`src/rtl/lcd_pkg.sv`:
```
// Shared opcode, state and helper definitions for the LCD command path.
package lcd_pkg;

    localparam int CMD_W = 4;

    localparam logic [CMD_W-1:0] CMD_WRITE     = 4'd0;
    localparam logic [CMD_W-1:0] CMD_BRIGHT_UP = 4'd1;
    localparam logic [CMD_W-1:0] CMD_BRIGHT_DN = 4'd2;
    localparam logic [CMD_W-1:0] CMD_INVERT    = 4'd3;
    localparam logic [CMD_W-1:0] CMD_THRESHOLD = 4'd4;
    localparam logic [CMD_W-1:0] CMD_ROT_L     = 4'd5;
    localparam logic [CMD_W-1:0] CMD_ROT_R     = 4'd6;
    localparam logic [CMD_W-1:0] CMD_ZOOM_IN   = 4'd7;
    localparam logic [CMD_W-1:0] CMD_ZOOM_OUT  = 4'd8;
    localparam logic [CMD_W-1:0] CMD_SHIFT     = 4'd9;
    localparam logic [CMD_W-1:0] CMD_MIRROR_X  = 4'd10;
    localparam logic [CMD_W-1:0] CMD_MIRROR_Y  = 4'd11;

    typedef enum logic [2:0] {IDLE, ISSUE, HOLD, WAIT_BUSY, WAIT_DONE} issuer_state_e;

    function automatic logic is_legal_cmd(input logic [CMD_W-1:0] op);
        return op <= CMD_MIRROR_Y;
    endfunction

endpackage

```
`src/rtl/lcd_cmd_issuer_if.sv`:
```
// Host handshake and controller command bus for lcd_cmd_issuer.
interface lcd_cmd_issuer_if;
    import lcd_pkg::*;

    logic [CMD_W-1:0] host_cmd;
    logic             host_valid;
    logic             host_ready;
    logic             lcd_busy;
    logic             lcd_done;
    logic [CMD_W-1:0] cmd;
    logic             cmd_valid;

    modport master (output host_cmd, host_valid, lcd_busy, lcd_done,
                    input  host_ready, cmd, cmd_valid);
    modport slave  (input  host_cmd, host_valid, lcd_busy, lcd_done,
                    output host_ready, cmd, cmd_valid);
endinterface

```
`src/rtl/lcd_cmd_fifo.sv`:
```
// DEPTH x CMD_W synchronous FIFO; head is read combinationally, pop advances it.
module lcd_cmd_fifo
    import lcd_pkg::*;
#(
    parameter int DEPTH = 8
) (
    input  logic                   clk,
    input  logic                   reset,
    input  logic                   push,
    input  logic                   pop,
    input  logic [CMD_W-1:0]       din,
    output logic [CMD_W-1:0]       dout,
    output logic                   full,
    output logic                   empty,
    output logic [$clog2(DEPTH):0] level
);
    localparam int AW = $clog2(DEPTH);

    logic [CMD_W-1:0] mem [DEPTH];
    logic [AW-1:0]    wr_ptr, rd_ptr;
    logic [AW:0]      level_q;
    logic             push_ok, pop_ok;

    assign full    = (level_q == (AW+1)'(DEPTH));
    assign empty   = (level_q == '0);
    assign push_ok = push & ~full;
    assign pop_ok  = pop & ~empty;
    assign dout    = mem[rd_ptr];
    assign level   = level_q;

    always_ff @(posedge clk) begin
        if (push_ok) mem[wr_ptr] <= din;
    end

    // Pointers wrap naturally since DEPTH is a power of two.
    always_ff @(posedge clk or posedge reset) begin
        if (reset) begin
            wr_ptr  <= '0;
            rd_ptr  <= '0;
            level_q <= '0;
        end else begin
            if (push_ok) wr_ptr <= wr_ptr + 1'b1;
            if (pop_ok)  rd_ptr <= rd_ptr + 1'b1;
            case ({push_ok, pop_ok})
                2'b10:   level_q <= level_q + 1'b1;
                2'b01:   level_q <= level_q - 1'b1;
                default: level_q <= level_q;
            endcase
        end
    end
endmodule

```
`src/rtl/lcd_cmd_issuer.sv`:
```
// Queues host opcodes and issues them to the LCD controller under its busy/done protocol.
// Optional LCD_CMD_STATS_EN adds issued_cnt / dropped_cnt saturating counters.
module lcd_cmd_issuer
    import lcd_pkg::*;
#(
    parameter int DEPTH    = 8,
    parameter int HOLD_CYC = 1
) (
    input  logic                   clk,
    input  logic                   reset,
    lcd_cmd_issuer_if.slave        bus,
    output logic [$clog2(DEPTH):0] fifo_level,
    output logic                   frame_done,
`ifdef LCD_CMD_STATS_EN
    output logic [15:0]            issued_cnt,
    output logic [7:0]             dropped_cnt,
`endif
    output logic                   err_illegal
);
    issuer_state_e    state_q, state_d;
    logic [2:0]       cnt_q, cnt_d;
    logic [CMD_W-1:0] cmd_q, head;
    logic             fifo_full, fifo_empty;
    logic             accept, push, pop, illegal;

    assign bus.host_ready = ~fifo_full & ~reset;
    assign accept         = bus.host_valid & bus.host_ready;
    assign push           = accept & is_legal_cmd(bus.host_cmd);
    assign illegal        = accept & ~is_legal_cmd(bus.host_cmd);
    assign bus.cmd        = cmd_q;
    assign bus.cmd_valid  = (state_q == ISSUE);

    lcd_cmd_fifo #(.DEPTH(DEPTH)) u_fifo (
        .clk   (clk),
        .reset (reset),
        .push  (push),
        .pop   (pop),
        .din   (bus.host_cmd),
        .dout  (head),
        .full  (fifo_full),
        .empty (fifo_empty),
        .level (fifo_level)
    );

    always_comb begin
        state_d = state_q;
        cnt_d   = cnt_q;
        pop     = 1'b0;
        case (state_q)
            IDLE: if (!fifo_empty && !bus.lcd_busy) begin
                pop     = 1'b1;
                state_d = ISSUE;
            end
            ISSUE: if (cmd_q == CMD_WRITE) state_d = WAIT_DONE;
                   else begin
                       state_d = HOLD;
                       cnt_d   = 3'(HOLD_CYC);
                   end
            HOLD: if (cnt_q <= 3'd1) state_d = WAIT_BUSY;
                  else cnt_d = cnt_q - 3'd1;
            // Issuing straight from here keeps back-to-back spacing at 2+HOLD_CYC.
            WAIT_BUSY: if (!bus.lcd_busy) begin
                if (!fifo_empty) begin
                    pop     = 1'b1;
                    state_d = ISSUE;
                end else begin
                    state_d = IDLE;
                end
            end
            WAIT_DONE: if (bus.lcd_done) state_d = IDLE;
            default: state_d = IDLE;
        endcase
    end

    always_ff @(posedge clk or posedge reset) begin
        if (reset) begin
            state_q     <= IDLE;
            cnt_q       <= '0;
            cmd_q       <= '0;
            frame_done  <= 1'b0;
            err_illegal <= 1'b0;
        end else begin
            state_q     <= state_d;
            cnt_q       <= cnt_d;
            if (pop) cmd_q <= head;
            frame_done  <= (state_q == WAIT_DONE) & bus.lcd_done;
            err_illegal <= illegal;
        end
    end

`ifdef LCD_CMD_STATS_EN
    always_ff @(posedge clk or posedge reset) begin
        if (reset) begin
            issued_cnt  <= '0;
            dropped_cnt <= '0;
        end else begin
            if (state_q == ISSUE && issued_cnt != 16'hFFFF) issued_cnt <= issued_cnt + 16'd1;
            if (illegal && dropped_cnt != 8'hFF) dropped_cnt <= dropped_cnt + 8'd1;
        end
    end
`endif
endmodule

```
`src/flat_wrapper.sv`:
```
// flat-port wrapper written by rule: the top's interface ports become plain ports
module lcd_cmd_issuer_flat import lcd_pkg::*;
#(
    parameter int DEPTH    = 8,
    parameter int HOLD_CYC = 1
)
  (clk, reset, fifo_level, frame_done, err_illegal, bus_host_cmd, bus_host_valid, bus_lcd_busy, bus_lcd_done, bus_host_ready, bus_cmd, bus_cmd_valid);
  lcd_cmd_issuer_if bus_i ();
  input  logic clk;
  input  logic reset;
  output logic [$clog2(DEPTH):0] fifo_level;
  output logic frame_done;
  output logic err_illegal;
  input wire logic [$bits(bus_i.host_cmd)-1:0] bus_host_cmd;
  input wire logic [$bits(bus_i.host_valid)-1:0] bus_host_valid;
  input wire logic [$bits(bus_i.lcd_busy)-1:0] bus_lcd_busy;
  input wire logic [$bits(bus_i.lcd_done)-1:0] bus_lcd_done;
  output wire logic [$bits(bus_i.host_ready)-1:0] bus_host_ready;
  output wire logic [$bits(bus_i.cmd)-1:0] bus_cmd;
  output wire logic [$bits(bus_i.cmd_valid)-1:0] bus_cmd_valid;
  assign bus_i.host_cmd = bus_host_cmd;
  assign bus_i.host_valid = bus_host_valid;
  assign bus_i.lcd_busy = bus_lcd_busy;
  assign bus_i.lcd_done = bus_lcd_done;
  assign bus_host_ready = bus_i.host_ready;
  assign bus_cmd = bus_i.cmd;
  assign bus_cmd_valid = bus_i.cmd_valid;
  lcd_cmd_issuer #(.DEPTH(DEPTH), .HOLD_CYC(HOLD_CYC)) u_core (.clk(clk), .reset(reset), .bus(bus_i), .fifo_level(fifo_level), .frame_done(frame_done), .err_illegal(err_illegal));
endmodule
```
`config.mk`:
```
export PLATFORM = sky130hd
export DESIGN_NAME = lcd_cmd_issuer_flat
export DESIGN_NICKNAME = d
export VERILOG_FILES = /design/src/rtl/lcd_pkg.sv /design/src/rtl/lcd_cmd_issuer_if.sv /design/src/rtl/lcd_cmd_fifo.sv /design/src/rtl/lcd_cmd_issuer.sv /design/src/flat_wrapper.sv
export SDC_FILE = /design/constraint.sdc
export NUM_CORES = 1
export LEC_CHECK = 0
export ABC_AREA = 0
export CAP_MARGIN = 20
export CORE_MARGIN = 3
export CORE_UTILIZATION = 51
export CTS_CLUSTER_DIAMETER = 150
export DETAILED_ROUTE_END_ITERATION = 8
export PLACE_DENSITY = 0.72
export SYNTH_ARGS = -nofsm -noshare
export SYNTH_HDL_FRONTEND = slang
export SYNTH_SLANG_ARGS = --single-unit
export TNS_END_PERCENT = 100
```
`constraint.sdc`:
```
create_clock -name clk -period 5.3 [get_ports clk]
set_clock_uncertainty 0.15 [all_clocks]
set_input_delay 0.53 -clock clk [delete_from_list [all_inputs] [get_ports clk]]
set_output_delay 0.53 -clock clk [all_outputs]
set_load 0.01 [all_outputs]
```
Word level (Yosys, flattened, before mapping)
Memory sizes are Yosys's and may differ from the RTL's. A register that Yosys moved wholly into a read port is not among the register bits.
Cells that the tools add are included.

storage, ports and cells
  bits in writable memories = 32
  output and inout port bits = 12
  input port bits = 9
  bits in registers = 18
  memories = 1
  word-level logic and storage cells = 66
  latch bits = 0
  ROM bits = 0

memory list
  memory             words  bits a word  read ports  clocked after Yosys merged registers in  write ports  RTL line            RTL
  u_core.u_fifo.mem  8      4            1           1                                        1            lcd_cmd_fifo.sv:19  logic [CMD_W-1:0] mem [DEPTH];

cells by class
  equality and inequality tests = 13
  muxes and demuxes = 17
  bitwise logic cells = 11
  $add $sub $neg = 5
  multipliers = 0
  shift operators = 0
  $lt $le $gt $ge = 2
  reductions and logical operators = 10
  div/mod/pow operators = 0

operator list
  kind                 count
  $mux 3               7
  $pmux 3 s5           1
  $logic_not 4->1      2
  $ne 2x2->1 const B   4
  $pmux 4 s2           1
  $and 1x1->1          7
  $add 3x1->3 const B  2
  $eq 3x2->1 const B   2
  $mux 1               6
  $pmux 3 s2           1
  $add 4x1->4 const B  1
  $eq 4x4->1 const B   1
  $le 4x4->1 const B   1
  $ne 2x1->1 const B   2
  $not 1->1            4
  $reduce_and 4->1     1
  $reduce_bool 2->1    2
  $sub 4x1->4 const B  1
  $eq 3x1->1 const B   1
  $eq 3x3->1 const B   1
  $le 3x1->1 const B   1
  $logic_not 3->1      1
  $reduce_and 3->1     1
  $sub 3x1->3 const B  1
  5 further kinds      6

Depth between registers and ports, before layout
  word-level depth = 8
  gate-level depth with buffers = 10

Modules after synthesis
Synthesis repeated with hierarchy kept, for this count alone.

second synthesis, totals
  cell total of the unflattened synthesis = 176
  area total of the unflattened synthesis = 2,516.2 um^2

modules (own cells, without submodules)
  module          seq. area each (um^2)  cells an instance  area an instance (um^2)  times used
  lcd_cmd_fifo    1,211.2                114                1,858.0                  1
  lcd_cmd_issuer  300.3                  62                 658.1                    1

Worst setup path before layout
OpenSTA, ideal clock, no wires.

  path type = reg2reg
  from = register u_core.u_fifo.level_q[0], in the netlist u_core.u_fifo.level[0]
  to = register u_core.u_fifo.level_q[3], in the netlist u_core.u_fifo.level[3]
  cell stages (with the launch flop) = 10
  required time = 5.024 ns
  setup time = 0.126 ns
  path buffers = 1
  setup slack = 2.635 ns
  arrival = 2.390 ns
  period minus slack after synthesis = 2.665 ns
  cell sequence = dfrtp_1 > nor4_2 > nor4_4 > buf_6 > ha_1 > ha_1 > a21o_2 > a2111oi_0 > nand4b_1 > nand3_1

between the ends
  word-level cells in the longest chain between the ends = 8
  elaborated cells on any way between the ends = 21
  those cells by class = add/sub (2); eq/ne (3); mux (5); bitwise (7); reduce/logical (4)

ends and longest elaborated chain
  element                                          RTL line              RTL
  from (decl)                                      lcd_cmd_fifo.sv:21    logic [AW:0] level_q;
  from (signal assigned)                           lcd_cmd_fifo.sv:45    2'b10: level_q <= level_q + 1'b1;
  from (signal assigned)                           lcd_cmd_fifo.sv:46    2'b01: level_q <= level_q - 1'b1;
  from (signal assigned)                           lcd_cmd_fifo.sv:47    default: level_q <= level_q;
  $logic_not 4->1 *                                lcd_cmd_fifo.sv:25    assign empty = (level_q == '0);
  $logic_not 1->1                                  lcd_cmd_issuer.sv:50  IDLE: if (!fifo_empty && !bus.lcd_busy) begin
  $logic_and 1x1->1                                lcd_cmd_issuer.sv:50
  $mux 1                                           lcd_cmd_issuer.sv:50
  $pmux 1 s2                                       lcd_cmd_issuer.sv:49  case (state_q)
  $and 1x1->1 *                                    lcd_cmd_fifo.sv:27    assign pop_ok = pop & ~empty;
  net u_core.u_fifo.pop_ok                         lcd_cmd_fifo.sv:22    logic push_ok, pop_ok;
  $eq 2x1->1 or $eq 2x2->1 (tied branches)         lcd_cmd_fifo.sv:44    case ({push_ok, pop_ok})
  $pmux 4 s2 or $reduce_bool 2->1 (tied branches)  --

Mark *: on every way through the listed nets, which the timed path passes. The rest lies on a longest branch.
A chain may end at the register's enable or synchronous reset.

Worst setup path after layout
  from = input bus_lcd_busy
  to = register u_core.u_fifo.level_q[3], in the netlist u_core.u_fifo.level[3]

between the ends
  word-level cells in the longest chain between the ends = 7
  elaborated cells on any way between the ends = 10
  those cells by class = eq/ne (2); mux (4); bitwise (1); reduce/logical (3)

ends and longest elaborated chain
  element                                          RTL line              RTL
  from (decl)                                      flat_wrapper.sv:16    input wire logic [$bits(bus_i.lcd_busy)-1:0] bus_lcd_busy;
  $logic_not 1->1                                  lcd_cmd_issuer.sv:50
  $logic_and 1x1->1                                lcd_cmd_issuer.sv:50
  $mux 1                                           lcd_cmd_issuer.sv:50
  $pmux 1 s2 *                                     lcd_cmd_issuer.sv:49
  $and 1x1->1 *                                    lcd_cmd_fifo.sv:27
  $eq 2x1->1 or $eq 2x2->1 (tied branches)         lcd_cmd_fifo.sv:44
  $pmux 4 s2 or $reduce_bool 2->1 (tied branches)  --

Every way passes the cells marked *; elsewhere a longest branch is shown, timed or not.

==> flow_summary.ini <==
[power]
power_density_nw_per_um2 = 519
vdd_drop_max_uv = 298
p_leak_uw = 0.00101

[yosys]
synth_area_leader_cell = edfxtp_1
synth.most_common_cell = edfxtp_1
synth_cells = 172
ys_async_sr_fraction_pct = 40.7
syn_area_um2 = 2450
synth_top_area_share_pct = 39.2
ys_seq_area_share_pct = 61.6
ys_seq_elements = 54
syn_nets = 189
synth_common_cells = edfxtp_1 (32), dfrtp_1 (22), nor2_1 (12)
synth_area_leaders = edfxtp_1 (39%), dfrtp_1 (22%), mux4_2 (7.3%)
syn_avg_cell_area_um2 = 14.3
synth-edff-count = 32
yosysWarningCount = 0
synthDistinctLibCells = 41
ys.flop_type = edfxtp_1

[detailed_routing]
vias = 1450
via_per_inst = 5.92
wirelength_mm = 4.15
route.detailed.drc = 0
dr.pass1.iters = 4
first_iter_violations = 131
wl_per_cell_um = 16.9
ant_nets = 0

[clock_tree]
clk_pin_slew_worst_paths_ns = 0.09
clock_sinks = 54
root_buffer = clkbuf_8
worstSkewPairLatency_ns = 0.30
cts_buffer_depth = 2
postCtsSetupBuffers = 0
cts_buffers = 5
cts_tree = built
cts_hold_buffers = 0
htreeDepth = 2
ctsResizeCount = 0

[sta]
slew_violations = 0
setup_viol = 0
tns_ns = 0
rsz0062_at_grt = false
fin_crit_ns = 3.21
worst_pin_slew_ns = 0.846
period_share_pct = 60.6
whs_ns = 0.421
final_hold_viol_count = 0
fmax_mhz = 311
relSlewSlack_pct = 43.5

[status]
status = complete, no violations

[setup_path]
criticalPathCategory = input port to flop
reg2reg_depth = 7
cp_slowest_cell = nor4_4
cpPeakStageDelay_ns = 0.65
worstSetupEndpointType = flop
path_cells = clkdlybuf4s50_1 > nor4_4 > ha_1 > ha_1 > a21o_2 > a2111oi_0 > nand4b_1 > nand3_1
r2r_slack_ns = 2.24
critPathRequiredTime_ns = 5.35
crit_fanout = 12
worst-endpoint-arrival_ns = 3.26
critical-path-top-delay-family = simple AND/OR/NAND/NOR gates
worstSetupStartpointType = input port
crit_buf_inv = 1
cp_common_cell = ha_1
timing.rr.start = u_core.state_q[2]
r2r_end = u_core.u_fifo.level[3]

[floorplanning]
dieHeight_um = 75.4
initial_core_util_pct = 54.5
die_w_um = 75.4
die_area_um2 = 5680
coreArea_um2 = 4500
ios = 21
num_rows = 24

[min_path]
hold_start = u_core.cnt_q[2]
holdPathStages = 2
hold_path.class = flop to flop
whs_endpoint = u_core.cnt_q[2]

[place]
port_buffers = 20
place.detailed.hpwl_mm = 3.01
place_congestion = 0.799
dpl.cell_count = 236

[finish]
final_net_count = 209
fillers = 353
antenna_cells = 0
layout-drive-gt1-share_pct = 12.4
final_cells = 245
area_growth_pct = 12.4

[global_routing]
grt_overflow = 0
grt_use_total_pct = 16.6
grt_pass1_wl_mm = 6.88
grt_max_degree = 23
grt_pass1_vias = 1434
antenna_found_initial = 0

[flow_run]
max_cap_violations = 0
cells in the final DEF, fill, tap and decap left out, drive strengths merged, types with 5 or more instances in the layout:
cell	count
clkdlybuf4s50	20
o21ai	5
edfxtp	32
clkbuf	6
nor3	8
mux2i	5
nand2	10
nor4	5
mux4	8
nor2	12
ha	7
inv	7
a21oi	10
dfrtp	22
worst max path at each step:
| stage | cells after the start | to | from |
|---|---|---|---|
| after global routing | 8 | u_core.u_fifo.level[3] | bus_lcd_busy |
| after floorplan | 9 | u_core.u_fifo.level[3] | u_core.u_fifo.level[0] |
| after detailed placement | 8 | u_core.u_fifo.level[3] | bus_lcd_busy |
| after CTS | 8 | u_core.u_fifo.level[3] | bus_lcd_busy |
| final | 8 | u_core.u_fifo.level[3] | bus_lcd_busy |
| after global placement | 8 | u_core.u_fifo.level[3] | bus_lcd_busy |
area by class of cell:
| type | instances | area [µm²] | area share (%) |
|---|---|---|---|
| clock buffer | 6 | 72.6 | 2.63 |
| clock inverter | 2 | 8.76 | 0.317 |
| inverter | 7 | 26.3 | 0.952 |
| multi-input combinational | 103 | 870 | 31.5 |
| sequential | 54 | 1510 | 54.8 |
| tap | 52 | 65.1 | 2.36 |
| timing repair buffer | 21 | 205 | 7.44 |
tightest hold or removal path, stage by stage (launching register included):
cell and delay [ns]:
dfrtp_1 0.41, nand2_1 0.06, a21oi_1 0.06
layer usage:
metal	routed length (µm)	vias to the layer above	global-route usage [%]
met1	1860	732	21.9
met5	0	-	0
met4	104	0	8.54
li1	-	673	-
met2	2020	36	26.3
met3	158	9	3.17
registers in the layout, summed over array words and instances, names as in the netlist, 3 cells and up:
name                  count
u_core.u_fifo.mem        32
u_core.bus.cmd            4
u_core.u_fifo.level       4
u_core.cnt_q              3
u_core.state_q            3
u_core.u_fifo.rd_ptr      3
u_core.u_fifo.wr_ptr      3
report_power, final:
part / switching, µW / total, µW / internal, µW
clock network: 123 / 214 / 91.1
logic: 250 / 547 / 297
registers: 136 / 670 / 534
total: 508 / 1430 / 922
per-stage QoR:
step | setup slack (ns) | utilization [%] | total power, µW | instance area (µm²)
floorplan | 2.63 | - | 1070 | 2450
global placement | 2.06 | 59.3 | 1190 | 2670
detailed placement | 1.80 | 59.3 | 1230 | 2670
CTS | 2.15 | 61.1 | 1450 | 2750
global route | 1.86 | 61.3 | 1530 | 2760
finish | 2.09 | 61.3 | 1430 | 2760
logic make-up after synthesis:
logic type / after synthesis / synth area share [%]
DFF: 54 / 61.6
and+or+nand+nor: 53 / 12.7
AOI/OAI and AO/OA: 20 / 5.25
buffers and inverters: 15 / 2.96
muxes: 15 / 10.6
adders and majority gates: 8 / 4.39
xor gates and xnor gates: 7 / 2.50
No activity file was read; power rests on OpenSTA's default activity.
